### src/rtl/axi_write_collector.sv
// Pairs an address id with a data word from two packet receivers, strobes one
// register-map write and holds the write response until the responder takes it.
module axi_write_collector #(
   parameter int DATA_WIDTH     = 16,
   parameter int MEM_SIZE       = 64,
   parameter int DROP_CNT_WIDTH = 8
) (
   input  logic                      clk,
   input  logic                      rst,
   input  logic                      addr_valid,
   input  logic [DATA_WIDTH-1:0]     addr_id,
   input  logic                      data_valid,
   input  logic [DATA_WIDTH-1:0]     data_in,
   output logic                      wr_en,
   output logic [DATA_WIDTH-1:0]     wr_id,
   output logic [DATA_WIDTH-1:0]     wr_data,
   output logic                      resp_valid,
   output logic [1:0]                resp_code,
   input  logic                      resp_ready,
   output logic                      busy,
   output logic [DROP_CNT_WIDTH-1:0] drop_cnt
);

   localparam logic [1:0] COLLECT = 2'd0;
   localparam logic [1:0] WRITE   = 2'd1;
   localparam logic [1:0] RESP    = 2'd2;

   localparam logic [DATA_WIDTH:0] MEM_LIMIT = (DATA_WIDTH+1)'(MEM_SIZE);
   localparam logic [1:0] RESP_OKAY   = 2'b00;
   localparam logic [1:0] RESP_SLVERR = 2'b10;

   logic [1:0]                state;
   logic                      addr_held;
   logic                      data_held;
   logic [DATA_WIDTH-1:0]     addr_q;
   logic [DATA_WIDTH-1:0]     data_q;
   logic [1:0]                resp_code_q;
   logic [DROP_CNT_WIDTH-1:0] drop_cnt_q;

   logic handshake;
   logic addr_load;
   logic data_load;
   logic addr_drop;
   logic data_drop;
   logic id_ok;

   function automatic logic [DROP_CNT_WIDTH-1:0] sat_add(
      input logic [DROP_CNT_WIDTH-1:0] cnt,
      input logic [1:0]                inc
   );
      logic [DROP_CNT_WIDTH:0] sum;
      sum = {1'b0, cnt} + {{(DROP_CNT_WIDTH-1){1'b0}}, inc};
      return sum[DROP_CNT_WIDTH] ? '1 : sum[DROP_CNT_WIDTH-1:0];
   endfunction

   // A latch being cleared by the response handshake accepts a new beat that same edge
   assign handshake = (state == RESP) && resp_ready;
   assign addr_load = addr_valid && (!addr_held || handshake);
   assign data_load = data_valid && (!data_held || handshake);
   assign addr_drop = addr_valid && addr_held && !handshake;
   assign data_drop = data_valid && data_held && !handshake;
   assign id_ok     = {1'b0, addr_q} < MEM_LIMIT;

   always_ff @(posedge clk) begin
      if (rst) begin
         state       <= COLLECT;
         addr_held   <= 1'b0;
         data_held   <= 1'b0;
         resp_code_q <= RESP_OKAY;
         drop_cnt_q  <= '0;
      end else begin
         addr_held <= addr_load || (addr_held && !handshake);
         data_held <= data_load || (data_held && !handshake);
         if (addr_drop || data_drop)
            drop_cnt_q <= sat_add(drop_cnt_q, {1'b0, addr_drop} + {1'b0, data_drop});
         case (state)
            COLLECT: if (addr_held && data_held) state <= WRITE;
            WRITE: begin
               state       <= RESP;
               resp_code_q <= id_ok ? RESP_OKAY : RESP_SLVERR;
            end
            RESP: if (resp_ready) begin
               state       <= COLLECT;
               resp_code_q <= RESP_OKAY;
            end
            default: state <= COLLECT;
         endcase
      end
   end

   // Held payloads need no reset: they are only visible while in WRITE
   always_ff @(posedge clk) begin
      if (addr_load) addr_q <= addr_id;
      if (data_load) data_q <= data_in;
   end

   assign wr_en      = (state == WRITE) && id_ok;
   assign wr_id      = (state == WRITE) ? addr_q : '0;
   assign wr_data    = (state == WRITE) ? data_q : '0;
   assign resp_valid = (state == RESP);
   assign resp_code  = resp_code_q;
   assign busy       = (state == WRITE) || (state == RESP);
   assign drop_cnt   = drop_cnt_q;

endmodule

### config.mk
export PLATFORM = sky130hd
export DESIGN_NAME = axi_write_collector
export DESIGN_NICKNAME = d
export VERILOG_FILES = /design/src/rtl/axi_write_collector.sv
export SDC_FILE = /design/constraint.sdc
export NUM_CORES = 1
export LEC_CHECK = 0
export CAP_MARGIN = 25
export CORE_ASPECT_RATIO = 2
export CORE_UTILIZATION = 38
export CTS_CLUSTER_SIZE = 10
export DETAILED_ROUTE_END_ITERATION = 8
export HOLD_SLACK_MARGIN = 0.15
export PLACE_DENSITY_LB_ADDON = 0.2
export SYNTH_ARGS = -nofsm -noshare
export SYNTH_HDL_FRONTEND = slang
export SYNTH_SLANG_ARGS = --single-unit
export TNS_END_PERCENT = 100
### constraint.sdc
create_clock -name clk -period 2.9 [get_ports clk]
set_input_delay 0.29 -clock clk [delete_from_list [all_inputs] [get_ports clk]]
set_output_delay 0.29 -clock clk [all_outputs]
set_load 0.005 [all_outputs]
### Word level (Yosys, flattened, before mapping)

Index checks and enable logic that the tools add are counted.
Widths: inputs -> output; s select.

* latch bits: 0
* input port bits: 37
* logic and storage cells: 46
* bits in registers: 46
* memory bits (writable): 0
* memory bits (read-only): 0
* output and inout bits: 45
* memories: 0

* $mul: 0
* shift-type cells: 0
* add/subtract/negate cells: 2
* equality and inequality tests: 4
* reductions and logical operators: 24
* order comparisons: 1
* mux-type cells: 8
* div/mod/pow operators: 0
* bitwise gates (word level): 0

Operators by type and width (count)
* $mux 16: 2
* $lt 16x7->1 const B: 1
* $logic_and 1x1->1: 11
* $add 8x2->9: 1
* $mux 8: 1
* $logic_or 1x1->1: 6
* $mux 2: 3
* $pmux 2 s3: 1
* $pmux 2 s2: 1
* $reduce_and 2->1: 2
* $logic_not 1->1: 3
* $add 1x1->2: 1
* $eq 2x1->1 const B: 1
* $eq 2x2->1 const B: 1
* $logic_not 2->1: 1
* $ne 2x1->1 const B: 1
* $ne 2x2->1 const B: 1
* $reduce_bool 2->1: 1

### Logic depth before layout (Yosys ltp)

Gate-level depths: netlist (run 1).

* depth after elaboration: 7
* gate-level depth with buffers: 10

### Worst setup path after synthesis (run 1)

No wires, ideal clock.

* kind: reg2reg
* start point: register state[0]
* end point: register addr_q[0] (enable)
* library setup time: 414 ps
* data required time: 2486 ps
* path buffers: 0
* clock period less this slack: 2479 ps
* cell stages (with the launch flop): 5
* arrival: 2066 ps
* path slack: 421 ps
* cells stage by stage: dfxtp_1 > inv_1 > ha_1 > nand2_1 > a21boi_0

* word-level cells in the longest chain between the ends: 4

Ends and longest elaborated chain
* start, declared: RTL line 32 `logic [1:0] state;`
* start signal, assigned: RTL line 66 `state <= COLLECT;`
* start signal, assigned: RTL line 77 `COLLECT: if (addr_held && data_held) state <= WRITE;`
* start signal, assigned: RTL line 79 `state <= RESP;`
* $eq 2x2->1
* named net resp_valid: RTL line 17 `output logic resp_valid,`
* $logic_and 1x1->1: RTL line 57 `assign handshake = (state == RESP) && resp_ready;`
* $logic_or 1x1->1: RTL line 58 `assign addr_load = addr_valid && (!addr_held || handshake);`
* $logic_and 1x1->1: RTL line 58
* named net addr_load: RTL line 41 `logic addr_load;`
* end signal, assigned: RTL line 93 `if (addr_load) addr_q <= addr_id;`
* end, declared: RTL line 35 `logic [DATA_WIDTH-1:0] addr_q;`

The timed path passes the listed nets, and every way through them passes these cells.
A chain may end at the register's enable or synchronous reset.

### Worst setup path in the final report (run 1)

* start point: register state[0]
* end point: register drop_cnt_q[4] (netlist: drop_cnt[4])

* word-level cells in the longest chain between the ends: 7
* elaborated cells on any way between the ends: 9
* classes of those cells: 2 x add/sub; 1 x eq/ne; 1 x mux; 5 x reduce/logical

Ends and longest elaborated chain
* $eq 2x2->1 *: RTL line 57
* $logic_and 1x1->1 *: RTL line 57
* $logic_not 1->1 *: RTL line 60, 61
* $logic_and 1x1->1, on equally long branches: RTL line 60, 61
* $add 1x1->2: RTL line 75 `drop_cnt_q <= sat_add(drop_cnt_q, {1'b0, addr_drop} + {1'b0, data_drop});`
* $add 8x2->9: RTL line 52 `sum = {1'b0, cnt} + {{(DROP_CNT_WIDTH-1){1'b0}}, inc};`
* $mux 8: RTL line 53 `return sum[DROP_CNT_WIDTH] ? '1 : sum[DROP_CNT_WIDTH-1:0];`
* end signal, assigned: RTL line 75
* end, declared: RTL line 38 `logic [DROP_CNT_WIDTH-1:0] drop_cnt_q;`

Mark *: on every way between the ends. The rest lies on a longest branch, timed or not.

==> run_results.csv, run 1 <==
group,metric,value,unit
status,status,"finished, final reports clean",
yosys,synth_seq_area_share,63.8,%
power_and_ir_drop,ir_drop,0.418,mV
floorplan,row_count,36,
clocking,cts_tree,"yes",
sta,post-route-min-period,2.28,ns
hold_path,hold_depth,2,
floorplan,start_util,39.4,%
yosys,ys_ff_latch,45,
finish,final_layout_size_suffix_gt1_share,6.41,%
yosys,synthArstFlopShare,0,%
detailed_routing,post-route-drc-count,0,
floorplan,die-area,5340,sq um
sta,fin_skew,0.00910,ns
yosys,synth_edf_count,32,
detailed_routing,antenna_left,0,
sta,setup_viol,0,
clocking,clockRootBuffer,"clkbuf_8",
yosys,yosysWarnings,0,
global_routing,grt_pass1_vias,1317,
global_routing,grt_max_degree,34,
hold_path,hp-start,"resp_code[1]$_SDFFE_PP0P_",
finish,syn_to_final_growth,49.2,%
sta,relSlewSlack,64.5,%
finish,num_antenna_cells,0,
yosys,yosys_most_used_dff,"edfxtp_1",
sta,fin_crit_sh,78.6,%
finish,fillers,414,
place,finalWeightedCongestion,0.745,
clocking,cts_resized,0,
critical_path,cp_max_fo,7,
critical_path,crit_path_start,"state[0]$_SDFFE_PP0P_",
floorplan,die_w,52.2,microns
sta,slew_viol_final,0,
global_routing,antenna_found_initial,0,
clocking,cts.clk_slew.worst_paths,0.08,ns
clocking,insertion_delay,0.29,ns
sta,hold_viol_final,0,
yosys,ys_types,37,
clocking,post-cts-setup-buffers,0,
power_and_ir_drop,p_per_area,596,nW/um^2
flow_run,max-cap-violations,0,
critical_path,r2r_setup_slack,0.62,ns
sta,worstMarginPinSlew,0.530,ns
sta,fin_tns_setup,0,ns
global_routing,grt_pass1_wl,6.00,mm
global_routing,grtUsageTotal,15.7,%
detailed_routing,wirelength,3.86,mm
yosys,synth_fp_nets,191,
place,numPortBuffers,80,
finish,regArea,1220,sq um
critical_path,reg2reg_from,"state[0]$_SDFFE_PP0P_",
clocking,clockBufferDepth,2,
yosys,synth_area_leaders,"edfxtp_1 50%, dfxtp_1 14%, and2_1 10%, ha_1 2.6%, mux2i_1 2.6%",
floorplan,die_h,102,microns
clocking,hold_buffers,0,
detailed_routing,vias,1424,
critical_path,end_kind,"register",
yosys,synth_area,1910,sq um
power_and_ir_drop,p_leak,1.03,nW
yosys,syn_inst,149,
critical_path,cp_data_arrival_time,2.44,ns
sta,fmaxAchievable,439,MHz
critical_path,ff2ff_path_depth,9,
critical_path,critical_path_class,"reg2reg",
floorplan,core_area,4860,sq um
clocking,clkSinkCount,45,
place,dp_hpwl,2.95,mm
yosys,synth_top_area_share,50.2,%
detailed_routing,viasPerCell,4.89,
clocking,h-tree-depth,2,
critical_path,critPathLaunchType,"register",
yosys,synthTopCellsByCount,"32 x and2_1, 32 x edfxtp_1, 13 x dfxtp_1",
finish,final_nets,275,
finish,multi_input_area,641,sq um
place,pre_cts_slack,0.468,ns
sta,setup_slack,0.621,ns
detailed_routing,avgRoutedWirePerCell,13.3,microns
hold_path,hp-class,"reg2reg",
yosys,syn_avg_cell_area,12.8,sq um
clocking,numCtsBuffers,5,
sta,rsz0062_at_grt,"no",
detailed_routing,drtIter0Drc,26,
global_routing,gr-total-overflow,0,
critical_path,required,3.06,ns
floorplan,ios,82,
detailed_routing,first_pass_iters,4,
yosys,yosysTopAreaCell,"edfxtp_1",
[cells in the final DEF, fill, tap and decap left out, drive strengths merged, types with 3 or more instances in the layout]
cell type and count:
a21oi 3, a21boi 3, edfxtp 32, mux2i 5, nor2 11, nand2 5, and2 33, ha 4
buf 3, and3 3, clkbuf 5, clkdlybuf4s50 80, inv 5, dfxtp 13, a31oi 3
[area by class of cell]
| class | count | area share, % |
|---|---|---|
| flip-flops and latches | 45 | 42.8 |
| repair buffers | 83 | 28.8 |
| multi-input cells | 93 | 22.4 |
| well taps | 57 | 2.50 |
| clock buffers | 5 | 2.41 |
| inverters | 5 | 0.657 |
| clock inverters | 3 | 0.438 |
[path summary, 6_finish.rpt]
path	to
worst max-delay path	drop_cnt[4]$_SDFFE_PP0P_
worst min-delay path	resp_code[1]$_SDFFE_PP0P_
worst max register to register	drop_cnt[4]$_SDFFE_PP0P_
worst min register to register	resp_code[1]$_SDFFE_PP0P_
[power breakdown]
| part | internal [mW] | switching (mW) |
|---|---|---|
| Combinational | 0.365 | 0.217 |
| Clock | 0.161 | 0.193 |
| Sequential | 0.742 | 0.0231 |
| Total | 1.27 | 0.433 |
[critical path: stages (launching register included)]
cell and delay [ns]:
dfxtp_1 0.33, inv_1 0.10, ha_1 0.28, nand2_1 0.18, and3_1 0.24, fa_1 0.37
a21boi_2 0.18, and2_4 0.20, a41oi_1 0.20, nor3_1 0.07
[layer usage]
metal  track usage [%]  wire, microns  up-vias
li1                  -              -      698
met5                 0              0        -
met4              6.68             65        0
met3              4.46            278        5
met1              15.8           1370      654
met2              29.0           2140       67
[cell families (layout without fill, tap and decap cells)]
kind of cell	count (synthesis)	after routing	synth area share, %
adders and majority gates	5	5	3.66
other	1	1	0.196
and+or+nand+nor	63	63	18.9
muxes	5	5	2.61
AOI/OAI and AO/OA	19	19	8.10
DFF	45	45	63.8
buffers and inverters	11	96	2.75
[through the flow]
step	hold slack, ns	cells	util [%]	power (mW)	area (sq um)
after floorplan	0.389	149	-	1.02	1910
after global placement	0.473	283	57.0	1.36	2780
after detailed placement	0.495	283	57.0	1.37	2780
after CTS	0.513	291	58.7	1.73	2860
after global routing	0.533	291	58.7	1.82	2860
final	0.502	291	58.7	1.70	2860
[flip-flops by register name, indices dropped and copies added (netlist names)]
| register | cells |
|---|---|
| state | 2 |
| addr_q | 16 |
| resp_code | 1 |
| data_held | 1 |
| addr_held | 1 |
| drop_cnt | 8 |
| data_q | 16 |
(Power assumes the default switching activity.)
==> run 2: changes to the inputs <==
Clock period 2.9 ns to 2.15 ns, I/O delays scaled along.
==> run_results.csv, run 2 (synthesis results as in run 1) <==
group,metric,value,unit
critical_path,crit_path_start,"state[0]$_SDFFE_PP0P_",
sta,fin_skew,0.00938,ns
critical_path,crit-reg2reg-capture,"drop_cnt[6]$_SDFFE_PP0P_",
detailed_routing,antenna_left,0,
floorplan,ios,82,
floorplan,die-area,5340,sq um
finish,final_layout_size_suffix_gt1_share,10.1,%
clocking,cts_tree,"yes",
floorplan,core_area,4860,sq um
critical_path,endpoint,"drop_cnt[6]$_SDFFE_PP0P_",
power_and_ir_drop,netSwitchingFraction,24.5,%
critical_path,required,2.31,ns
place,dp_hpwl,3.34,mm
floorplan,die_h,102,microns
clocking,cts.clk_slew.worst_paths,0.08,ns
power_and_ir_drop,p_per_area,846,nW/um^2
power_and_ir_drop,clockPowerShare,24.5,%
finish,final_cell_mix,"80 x clkdlybuf4s50_1, 32 x and2_1, 32 x edfxtp_1",
power_and_ir_drop,finalPower,2.49,mW
sta,rsz0062_at_grt,"yes",
critical_path,critPathLaunchType,"register",
global_routing,grt_pass1_vias,1419,
floorplan,die_w,52.2,microns
critical_path,crit_chain,"inv_2 -> ha_2 -> nand2_1 -> and3_1 -> fa_1 -> a21boi_2 -> and2_4 -> a31oi_1 -> a311oi_2",
flow_run,max-cap-violations,0,
finish,final_common_cell,"clkdlybuf4s50_1",
sta,hold_viol_final,0,
place,finalWeightedCongestion,0.758,
power_and_ir_drop,ir_drop,0.513,mV
critical_path,end_kind,"register",
critical_path,cp_max_fo,6,
power_and_ir_drop,p_comb_share,33.7,%
detailed_routing,first_pass_iters,3,
sta,fin_tns_setup,0,ns
status,status,"finished, final reports clean",
finish,syn_to_final_growth,53.9,%
power_and_ir_drop,netSwitchingPower,610,uW
critical_path,ff2ff_path_depth,9,
sta,worstMarginPinSlew,0.516,ns
finish,final_nets,278,
clocking,insertion_delay,0.29,ns
detailed_routing,post-route-drc-count,0,
clocking,clockRootBuffer,"clkbuf_8",
finish,finish.utilization,60.6,%
global_routing,gr-total-overflow,0,
power_and_ir_drop,p_int,1.88,mW
detailed_routing,viasPerCell,4.84,
detailed_routing,drtIter0Drc,11,
clocking,clkSinkCount,45,
critical_path,reg2reg_from,"state[0]$_SDFFE_PP0P_",
sta,setup_viol,0,
sta,worst_hold_slack,0.476,ns
power_and_ir_drop,seqPwrFrac,41.8,%
sta,fmaxAchievable,495,MHz
clocking,clockBufferDepth,2,
finish,design_area,2950,sq um
detailed_routing,wirelength,4.27,mm
critical_path,critical_path_class,"reg2reg",
place,numPortBuffers,80,
place,place_area,2810,sq um
clocking,hold_buffers,0,
sta,post-route-min-period,2.02,ns
critical_path,crit_slowest_cell,"fa_1",
floorplan,row_count,36,
finish,num_antenna_cells,0,
clocking,h-tree-depth,2,
global_routing,antenna_found_initial,0,
clocking,post-cts-setup-buffers,0,
floorplan,start_util,39.4,%
sta,fin_crit_sh,94.0,%
critical_path,cp_data_arrival_time,2.18,ns
sta,relSlewSlack,65.5,%
global_routing,grtUsageTotal,17.6,%
detailed_routing,avgRoutedWirePerCell,14.5,microns
power_and_ir_drop,p_leak,1.06,nW
global_routing,grt_max_degree,30,
critical_path,slowest_delay,0.37,ns
global_routing,grt_pass1_wl,6.71,mm
sta,slew_viol_final,0,
critical_path,r2r_setup_slack,0.13,ns
hold_path,hp-class,"in2reg",
detailed_routing,vias,1423,
clocking,numCtsBuffers,5,
==> run 2: changes by cell type in the layout (fill, tap and decap cells not counted), sizes merged <==
cell	change
buf	+3
bufinv	+1
clkinvlp	-1
clkbuf	+1
clkinv	-1
==> run 2: critical path: cells and delay by family, from the launching register on <==
kind            cells  cell delay [ns]
flops               1             0.36
fa+ha+maj           2             0.55
buf+inv             1             0.08
simple gates        3             0.47
compound gates      3             0.44
==> run 2: area by class of cell <==
cell class / count / area, sq um
Timing Repair Buffer: 86 / 858
Tap cell: 57 / 71.3
Clock buffer: 6 / 72.6
Clock inverter: 2 / 33.8
Fill cell: 439 / 1920
Sequential cell: 45 / 1220
Multi-Input combinational cell: 93 / 669
Inverter: 5 / 18.8
==> run 2: metrics by stage <==
| stage | std cells | worst slack (ns) |
|---|---|---|
| after floorplan | 149 | -0.278 |
| after global placement | 286 | 0.00911 |
| after detailed placement | 286 | -0.0116 |
| after CTS | 294 | 0.0419 |
| after global routing | 294 | -0.00358 |
| final | 294 | 0.129 |
==> run 2: timing repair <==
| action | 4_1_cts | 5_1_grt |
|---|---|---|
| resized for setup | 1 | 5 |
| endpoints found under the setup margin | 4 | 9 |
| pin swaps | 0 | 0 |
==> run 2: metal layers <==
layer | vias up | global-route usage, % | part of all wire, %
met4 | 0 | 6.68 | 1.7
met5 | - | 0 | 0
met3 | 5 | 4.46 | 6.3
met1 | 663 | 15.9 | 33
li1 | 701 | - | -
met2 | 54 | 35.0 | 59
==> run 2: power by group through the flow <==
| stage | registers [mW] | logic [mW] | clock network, mW |
|---|---|---|---|
| floorplan | 1.05 | 0.328 | 0 |
| detailed placement | 1.05 | 0.841 | 0 |
| finish | 1.04 | 0.840 | 0.611 |
| global placement | 1.05 | 0.838 | 0 |
| global route | 1.05 | 0.933 | 0.653 |
| CTS | 1.03 | 0.848 | 0.627 |
==> run 2: worst min path at each step <==
stage / from / to / slack, ns / cells after the start
final: addr_id[2] / addr_q[2]$_DFFE_PP_ / 0.48 / 1
after global routing: data_in[12] / data_q[12]$_DFFE_PP_ / 0.47 / 1
after CTS: addr_id[2] / addr_q[2]$_DFFE_PP_ / 0.47 / 1
after detailed placement: resp_code[1]$_SDFFE_PP0P_ / resp_code[1]$_SDFFE_PP0P_ / 0.48 / 2
after global placement: resp_code[1]$_SDFFE_PP0P_ / resp_code[1]$_SDFFE_PP0P_ / 0.48 / 2
after floorplan: addr_id[0] / addr_q[0]$_DFFE_PP_ / 0.31 / 0
==> run 3: changes to the inputs <==
Settings changed: CORE_UTILIZATION 38 to 42.
==> run_results.csv, run 3 (synthesis results as in run 1) <==
group,metric,value,unit
status,status,"finished, final reports clean",
hold_path,hp-start,"data_in[2]",
power_and_ir_drop,p_per_area,848,nW/um^2
clocking,numCtsBuffers,5,
global_routing,antenna_found_initial,0,
finish,final_layout_size_suffix_gt1_share,10.5,%
clocking,hold_buffers,0,
global_routing,grt_pass1_vias,1501,
sta,setup_slack,0.0875,ns
flow_run,max-cap-violations,0,
sta,rsz0062_at_grt,"yes",
sta,slew_viol_final,0,
power_and_ir_drop,netSwitchingPower,602,uW
global_routing,use_met3,3.60,%
sta,relSlewSlack,64.6,%
place,pre_cts_slack,0.000753,ns
floorplan,die_h,97.5,microns
detailed_routing,post-route-drc-count,0,
hold_path,hold_depth,1,
finish,final_nets,279,
critical_path,reg2reg_from,"state[0]$_SDFFE_PP0P_",
power_and_ir_drop,seqPwrFrac,41.4,%
global_routing,grt_max_degree,33,
detailed_routing,vias,1447,
detailed_routing,drtIter0Drc,29,
critical_path,crit-reg2reg-capture,"drop_cnt[6]$_SDFFE_PP0P_",
hold_path,hp-class,"in2reg",
place,dp_hpwl,3.30,mm
sta,fmaxAchievable,485,MHz
finish,finalNonFillerCells,292,
detailed_routing,wirelength,4.40,mm
finish,num_antenna_cells,0,
floorplan,die_w,49.7,microns
power_and_ir_drop,clockPowerShare,25.4,%
critical_path,required,2.30,ns
floorplan,start_util,44.1,%
detailed_routing,first_pass_iters,4,
power_and_ir_drop,finalPower,2.51,mW
floorplan,ios,82,
critical_path,cp_data_arrival_time,2.22,ns
floorplan,row_count,34,
clocking,h-tree-depth,2,
clocking,cts.clk_slew.worst_paths,0.08,ns
global_routing,grt_pass1_wl,6.88,mm
clocking,clockBufferDepth,2,
clocking,clkSinkCount,45,
global_routing,gr-total-overflow,0,
hold_path,whs_endpoint,"data_q[2]$_DFFE_PP_",
critical_path,crit_path_start,"state[0]$_SDFFE_PP0P_",
sta,worst_hold_slack,0.480,ns
sta,worstMarginPinSlew,0.529,ns
critical_path,ff2ff_path_depth,9,
floorplan,core_area,4340,sq um
sta,setup_viol,0,
critical_path,cp_max_fo,6,
global_routing,busiest_layer,"met2",
place,numPortBuffers,80,
clocking,clockRootBuffer,"clkbuf_8",
global_routing,met1_usage,18.7,%
finish,finish.utilization,68.1,%
finish,syn_to_final_growth,54.4,%
sta,post-route-min-period,2.06,ns
power_and_ir_drop,p_leak,1.07,nW
global_routing,grtUsageTotal,18.9,%
clocking,cts_tree,"yes",
critical_path,critical_path_class,"reg2reg",
power_and_ir_drop,netSwitchingFraction,24.0,%
sta,fin_crit_sh,95.9,%
power_and_ir_drop,ir_drop,0.624,mV
critical_path,critPathLaunchType,"register",
floorplan,die-area,4850,sq um
finish,final_common_cell,"clkdlybuf4s50_1",
detailed_routing,viasPerCell,4.96,
power_and_ir_drop,p_comb_share,33.3,%
critical_path,end_kind,"register",
clocking,insertion_delay,0.29,ns
critical_path,r2r_setup_slack,0.09,ns
sta,hold_viol_final,0,
finish,final_cell_mix,"80 x clkdlybuf4s50_1, 32 x and2_1, 32 x edfxtp_1",
sta,fin_skew,0.00461,ns
place,finalWeightedCongestion,0.734,
power_and_ir_drop,p_int,1.91,mW
place,dp.cells,284,
detailed_routing,avgRoutedWirePerCell,15.1,microns
detailed_routing,antenna_left,0,
global_routing,grt_use_met2,35.7,%
==> run 3: power by group through the flow <==
stage | sequential [mW] | combinational, mW | clock (mW)
floorplan | 1.05 | 0.328 | 0
global placement | 1.05 | 0.817 | 0
detailed placement | 1.06 | 0.836 | 0
CTS | 1.04 | 0.840 | 0.657
global route | 1.05 | 0.916 | 0.683
finish | 1.04 | 0.834 | 0.636
==> run 3: layout make-up <==
class	count	area, sq um
clock inverters	1	30.0
multi-input cells	93	667
flip-flops and latches	45	1220
repair buffers	87	866
fillers	345	1380
clock buffers	7	86.3
inverters	5	18.8
well taps	54	67.6
==> run 3: critical path: stages, from the launching register on <==
cell and delay, ns:
dfxtp_1 0.34, inv_2 0.09, ha_2 0.18, nand2_1 0.07
and3_1 0.21, fa_1 0.42, a21boi_4 0.17, and2_4 0.19
a31oi_2 0.20, a311oi_2 0.07
==> run 3: worst max path at each step <==
stage / slack (ns) / depth (start not counted) / to
after floorplan: -0.28 / 4 / addr_q[0]$_DFFE_PP_
after global placement: 0.04 / 8 / drop_cnt[4]$_SDFFE_PP0P_
after detailed placement: 0.0008 / 8 / drop_cnt[4]$_SDFFE_PP0P_
after CTS: 0.03 / 9 / drop_cnt[4]$_SDFFE_PP0P_
after global routing: -0.04 / 6 / wr_en
final: 0.09 / 9 / drop_cnt[6]$_SDFFE_PP0P_
==> run 3: through the flow <==
stage	instance area (sq um)	TNS, ns
2_1_floorplan	1920	-8.90
3_3_place_gp	2820	0
3_5_place_dp	2820	0
4_1_cts	2930	0
5_1_grt	2960	-0.0401
6_report	2960	0
==> run 3: what timing repair did <==
action / CTS / global route
resized for setup: 0 / 5
endpoints found under the setup margin: 0 / 33
buffers inserted: 0 / 0
==> run 3: routing by layer <==
| metal | vias up | routed length (microns) |
|---|---|---|
| li1 | 700 | - |
| met1 | 677 | 1520 |
| met2 | 60 | 2550 |
| met3 | 10 | 217 |
| met4 | 0 | 111 |
| met5 | - | 0 |
